$ cat config.mk
export PLATFORM = sky130hd
export DESIGN_NAME = if_fetch_queue
export DESIGN_NICKNAME = d
export VERILOG_FILES = /design/src/rtl/if_fetch_queue_pkg.sv /design/src/rtl/if_fetch_queue_fifo.sv /design/src/rtl/if_fetch_queue.sv
export SDC_FILE = /design/constraint.sdc
export NUM_CORES = 1
export LEC_CHECK = 0
export ABC_CLOCK_PERIOD_IN_PS = 3990
export CAP_MARGIN = 10
export CELL_PAD_IN_SITES_DETAIL_PLACEMENT = 1
export CELL_PAD_IN_SITES_GLOBAL_PLACEMENT = 2
export CORE_UTILIZATION = 35
export DETAILED_ROUTE_END_ITERATION = 16
export GPL_ROUTABILITY_DRIVEN = 0
export PLACE_DENSITY_LB_ADDON = 0.3
export SLEW_MARGIN = 20
export SYNTH_ARGS = -nofsm -noshare
export SYNTH_HDL_FRONTEND = slang
export SYNTH_SLANG_ARGS = --single-unit
export TNS_END_PERCENT = 1
$ cat constraint.sdc
create_clock -name CPU_CLK -period 3.99 [get_ports CPU_CLK]
set_input_delay 0.798 -clock CPU_CLK [delete_from_list [all_inputs] [get_ports CPU_CLK]]
set_output_delay 0.798 -clock CPU_CLK [all_outputs]
set_load 0.05 [all_outputs]
$ cat src/rtl/if_fetch_queue_pkg.sv
// Shared constants and helpers for the instruction-fetch queue.
// Field positions follow the RV32I base encoding.
package if_fetch_queue_pkg;

  localparam logic [31:0] NOP_INSTR = 32'h0000_0013;

  localparam int OP_LSB  = 0;
  localparam int RD_LSB  = 7;
  localparam int FN3_LSB = 12;
  localparam int RS1_LSB = 15;
  localparam int RS2_LSB = 20;
  localparam int FN7_LSB = 25;

  localparam int INSTR_ALIGN = 2;

  // Force a fetch address onto a word boundary.
  function automatic logic [31:0] align_pc(
    input logic [31:0] a
  );
    return {a[31:INSTR_ALIGN], {INSTR_ALIGN{1'b0}}};
  endfunction

endpackage

$ cat src/rtl/if_fetch_queue_fifo.sv
// DEPTH x {pc,instr} ring buffer with occupancy count.
// Clear dominates any write/read in the same cycle.
module fetch_queue_fifo
  import if_fetch_queue_pkg::*;
#(
  parameter int DEPTH = 4
) (
  input  logic                     clk,
  input  logic                     rst,
  input  logic                     clr,
  input  logic                     wr_en,
  input  logic [63:0]              wr_data,
  input  logic                     rd_en,
  output logic [63:0]              rd_data,
  output logic [$clog2(DEPTH):0]   count
);

  localparam int AW = $clog2(DEPTH);

  logic [63:0]   mem [DEPTH];
  logic [AW-1:0] wptr;
  logic [AW-1:0] rptr;

  // Entry storage; needs no reset since count gates visibility.
  always_ff @(posedge clk) begin
    if (wr_en) mem[wptr] <= wr_data;
  end

  // Pointers wrap naturally because DEPTH is a power of two.
  always_ff @(posedge clk or posedge rst) begin
    if (rst) begin
      wptr  <= '0;
      rptr  <= '0;
      count <= '0;
    end else if (clr) begin
      wptr  <= '0;
      rptr  <= '0;
      count <= '0;
    end else begin
      if (wr_en) wptr <= wptr + 1'b1;
      if (rd_en) rptr <= rptr + 1'b1;
      count <= count + (AW+1)'(wr_en) - (AW+1)'(rd_en);
    end
  end

  // Head entry is always read straight from storage.
  always_comb begin
    rd_data = mem[rptr];
  end

endmodule

$ cat src/rtl/if_fetch_queue.sv
// Fetch front end: sequential PC requests to a 1-cycle BRAM,
// buffered in a small FIFO and handed to ID pre-split.
module if_fetch_queue
  import if_fetch_queue_pkg::*;
#(
  parameter int          DEPTH    = 4,
  parameter logic [31:0] RESET_PC = 32'h0000_0000
) (
  input  logic                   CPU_CLK,
  input  logic                   CPU_RST,
  input  logic                   RedirectValid,
  input  logic [31:0]            RedirectTarget,
  output logic                   IReqValid,
  output logic [31:0]            IReqAddr,
  input  logic [31:0]            IRspData,
  output logic                   ValidD,
  input  logic                   ReadyD,
  output logic [31:0]            InstrD,
  output logic [31:0]            PCD,
  output logic [6:0]             OpD,
  output logic [2:0]             Fn3D,
  output logic [6:0]             Fn7D,
  output logic [4:0]             Rs1D,
  output logic [4:0]             Rs2D,
  output logic [4:0]             RdD,
  output logic [$clog2(DEPTH):0] CountQ
);

  localparam int CW = $clog2(DEPTH) + 1;
  localparam logic [CW:0] DEPTH_C = (CW+1)'(DEPTH);

  logic [31:0] fetch_pc;
  logic [31:0] inflight_pc;
  logic        inflight;
  logic        deq;
  logic        wr_en;
  logic [CW:0] credit;
  logic [63:0] head;

  fetch_queue_fifo #(
    .DEPTH(DEPTH)
  ) u_fifo (
    .clk    (CPU_CLK),
    .rst    (CPU_RST),
    .clr    (RedirectValid),
    .wr_en  (wr_en),
    .wr_data({inflight_pc, IRspData}),
    .rd_en  (deq),
    .rd_data(head),
    .count  (CountQ)
  );

  // Handshake, credit and request address; a redirect always issues.
  always_comb begin
    ValidD = (CountQ != '0) && !RedirectValid;
    deq    = ValidD && ReadyD;
    wr_en  = inflight && !RedirectValid;
    credit = {1'b0, CountQ} + (CW+1)'(inflight)
           - (CW+1)'(deq);
    IReqValid = !CPU_RST
             && (RedirectValid || (credit < DEPTH_C));
    IReqAddr  = RedirectValid ? align_pc(RedirectTarget)
                              : fetch_pc;
  end

  // Next fetch address and the tag for the response in flight.
  always_ff @(posedge CPU_CLK or posedge CPU_RST) begin
    if (CPU_RST) begin
      fetch_pc    <= RESET_PC;
      inflight    <= 1'b0;
      inflight_pc <= '0;
    end else begin
      inflight    <= IReqValid;
      inflight_pc <= IReqAddr;
      if (IReqValid) fetch_pc <= IReqAddr + 32'd4;
    end
  end

  // Head presentation with NOP fill and decoder field split.
  always_comb begin
    InstrD = ValidD ? head[31:0]  : NOP_INSTR;
    PCD    = ValidD ? head[63:32] : 32'h0;
    OpD    = InstrD[OP_LSB  +: 7];
    Fn3D   = InstrD[FN3_LSB +: 3];
    Fn7D   = InstrD[FN7_LSB +: 7];
    Rs1D   = InstrD[RS1_LSB +: 5];
    Rs2D   = InstrD[RS2_LSB +: 5];
    RdD    = InstrD[RD_LSB  +: 5];
  end

endmodule

==> flow_summary.ini <==
[global_route]
gr-total-overflow = 0
antenna_found_initial = 0
grt_pass1_vias = 7851
grt_max_degree = 66
grt_util_all_layers_pct = 15.92
grt_pass1_wl_mm = 47.09

[final_layout]
seqCellArea_mm2 = 0.009497
fillCellCount = 3575
area_growth_pct = 33.15
multi_input_area_mm2 = 0.003669
nets = 1022
final_area_mm2 = 0.01812
final_layout_size_suffix_gt1_share_pct = 29.76
num_antenna_cells = 0
fin_cells = 1482

[placement]
detailed_place.area_mm2 = 0.01694
hpwl_mm = 20.10
port_buffers = 198
dp.cells = 1417

[logic_synthesis]
synth.cells.most_frequent = 256 x edfxtp_1, 72 x dfrtp_1, 68 x and2_1
ys_types = 50
ys_ff_latch = 328
yosys_warnings = 0
syn-cell-area_mm2 = 0.01361
synthFlopType = edfxtp_1
yosys.area.top_type = edfxtp_1
synth_top_area_share_pct = 56.49
synthArstFlopShare_pct = 21.95
yosysMostFrequentCell = edfxtp_1
syn_nets = 828
synthTopCellsByArea = edfxtp_1 56%, dfrtp_1 13%, mux4_2 11%
yosysSeqAreaShare_pct = 69.73
synthCells = 751
synth_edf_count = 256
avgSynthCellArea_um2 = 18.12

[pwr]
vdd_drop_max_mv = 0.3939
pwr-share-comb_pct = 37.5
p_int_w = 0.008620
seqPwrFrac_pct = 37.0
pwr_density_cell_mw_per_mm2 = 716.4
cellLeakagePower_nw = 6.394
p_sw_w = 0.004362
switching_share_pct = 33.60
clockPowerShare_pct = 25.5

[run_status]
status = finished, final reports clean

[critical_path]
reg2reg_slack_ns = 1.21
crit_path_start_kind = primary input
reg2reg_to = fetch_pc[13]
criticalPathCategory = in2out
r2r.worst_path.cells = 9
end_kind = output pin
worstReg2RegStart = u_fifo.count[1]
cpPeakStageDelay_ns = 0.51
arrival_ns = 2.93
path_cells = clkdlybuf4s50_1 -> inv_1 -> or4_4 -> ha_1 -> nand2_1 -> a21oi_2 -> o2111ai_1 -> nand3_2 -> buf_4
cp_max_fo = 3
crit_path_top_delay_cell = clkdlybuf4s50_1
cp.required_ns = 3.19

[detailed_routing]
drcViolationCount = 0
vias_per_cell = 4.812
ant_nets = 0
totalWireLength_mm = 30.72
routedWlPerCell_um = 20.73
drt_first_iter_violations = 290
dr.pass1.iters = 4
vias = 7132

[cts]
cts_hold_buf = 0
post-cts-setup-buffer-count = 0
ctsLongestPathBuffers = 3
clock_tree.root_cell = clkbuf_16
htree_levels = 2
cts_sinks = 328
clock_latency_ns = 0.50
clk_pin_slew_ns = 0.06
cts_made_buffers = 37
tritoncts = done
cts_resized = 0

[sta]
clock.fmax_mhz = 268.0
setup_violations = 0
maxSlewHeadroom_pct = 35.78
min_period_ns = 3.731
worst_pin_slew_ns = 0.9633
slew_viol_final = 0
fin_worst_skew_ns = 0.01645
finalSetupTns_ns = 0
timing.hold.ws_ns = 0.4791
final-hold-violation-count = 0
rsz0062_at_grt = false
fin_crit_sh_pct = 93.51

[min_path]
min_to = fetch_pc[1]
holdPathStages = 1
hold_path_startpoint = fetch_pc[1]
hold_class = reg2reg

[die]
initial_core_util_pct = 35.88
core_area_mm2 = 0.03793
die_x_um = 199.2
io_pins = 201
rows = 71
floorplan.die.height_um = 199.2
die_area_mm2 = 0.03968

[flow_run]
maxCapViolations = 0
-- flip-flops by register name, indices dropped and copies added, names as in the netlist --
register / count
u_fifo.mem: 256
fetch_pc: 32
inflight_pc: 32
u_fifo.count: 3
u_fifo.rptr: 2
u_fifo.wptr: 2
inflight: 1
-- logic make-up after synthesis --
kind of cell               Yosys count  synth area share, %
muxes                              123                15.49
adders and majority gates            9               0.8826
and+or+nand+nor                    157                7.042
buffers and inverters               81                3.475
AOI/OAI and AO/OA                   21                1.324
DFF                                328                69.73
xor gates and xnor gates            32                2.059
-- area by class of cell --
class	count	area share [%]
flip-flops and latches	328	52.41
multi-input cells	342	20.24
repair buffers	220	16.96
clock buffers	52	5.641
well taps	511	3.528
clock inverters	13	0.8838
inverters	16	0.3383
-- through the flow --
step	util (%)	setup WS (ns)	total power [W]
after floorplan	-	0.09078	0.007842
after global placement	44.65	0.2913	0.009755
after detailed placement	44.65	0.2779	0.009842
after CTS	47.77	0.2645	0.01320
after global routing	47.77	0.1854	0.01358
final	47.77	0.2588	0.01298
-- per-layer routing --
| layer | global-route usage (%) | share of wire [%] |
|---|---|---|
| met1 | 19.53 | 42 |
| met4 | 3.647 | 1.7 |
| met2 | 28.43 | 51 |
| met3 | 3.544 | 4.7 |
| met5 | 0 | 0 |
-- how the worst max path moves through the flow --
| stage | from | endpoint | cells past startpoint | slack, ns |
|---|---|---|---|---|
| 3_3_place_gp | ReadyD | IReqValid | 9 | 0.29 |
| 5_1_grt | ReadyD | IReqValid | 9 | 0.19 |
| 4_1_cts | ReadyD | IReqValid | 9 | 0.26 |
| 6_report | ReadyD | IReqValid | 9 | 0.26 |
| 3_5_place_dp | ReadyD | IReqValid | 9 | 0.28 |
| 2_1_floorplan | CPU_RST | IReqValid | 4 | 0.09 |
-- worst max-delay path, delay by kind of cell --
family                   cells  cell delay (ns)
adder cells (fa/ha/maj)      1             0.29
buffers and inverters        3             0.81
AO/OA/AOI/OAI                2             0.26
AND/OR/NAND/NOR              3             0.76
-- power by group through the flow --
stage	clock network (W)	registers [W]	logic, W
floorplan	0	0.00478	0.00306
global placement	0	0.00483	0.00492
detailed placement	0	0.00488	0.00497
CTS	0.00340	0.00481	0.00498
global route	0.00353	0.00488	0.00516
finish	0.00331	0.00480	0.00487
-- cells in the final DEF (no fill, tap or decap), types with 3 or more instances in the layout --
cell	netlist	routed
mux2_2	34	34
bufinv_16	0	4
and3_1	3	3
nand4_1	7	7
nand4b_1	4	4
nand2_1	26	26
inv_1	16	15
clkdlybuf4s50_1	0	104
and2_4	0	4
mux2i_1	9	9
nor2_1	12	11
xor2_1	6	6
nand3_1	14	14
xnor2_1	26	26
and2_1	68	64
buf_12	0	93
clkbuf_16	0	37
mux2_1	12	12
ha_1	8	8
dfrtp_1	72	70
or3_1	3	3
o21ai_0	9	8
clkinv_1	0	7
nor2b_1	4	4
clkbuf_8	0	4
buf_4	35	22
a21o_1	3	3
mux2_4	3	3
edfxtp_1	256	256
mux4_2	64	64
clkbuf_1	17	11
No activity file was read; power rests on OpenSTA's default activity.
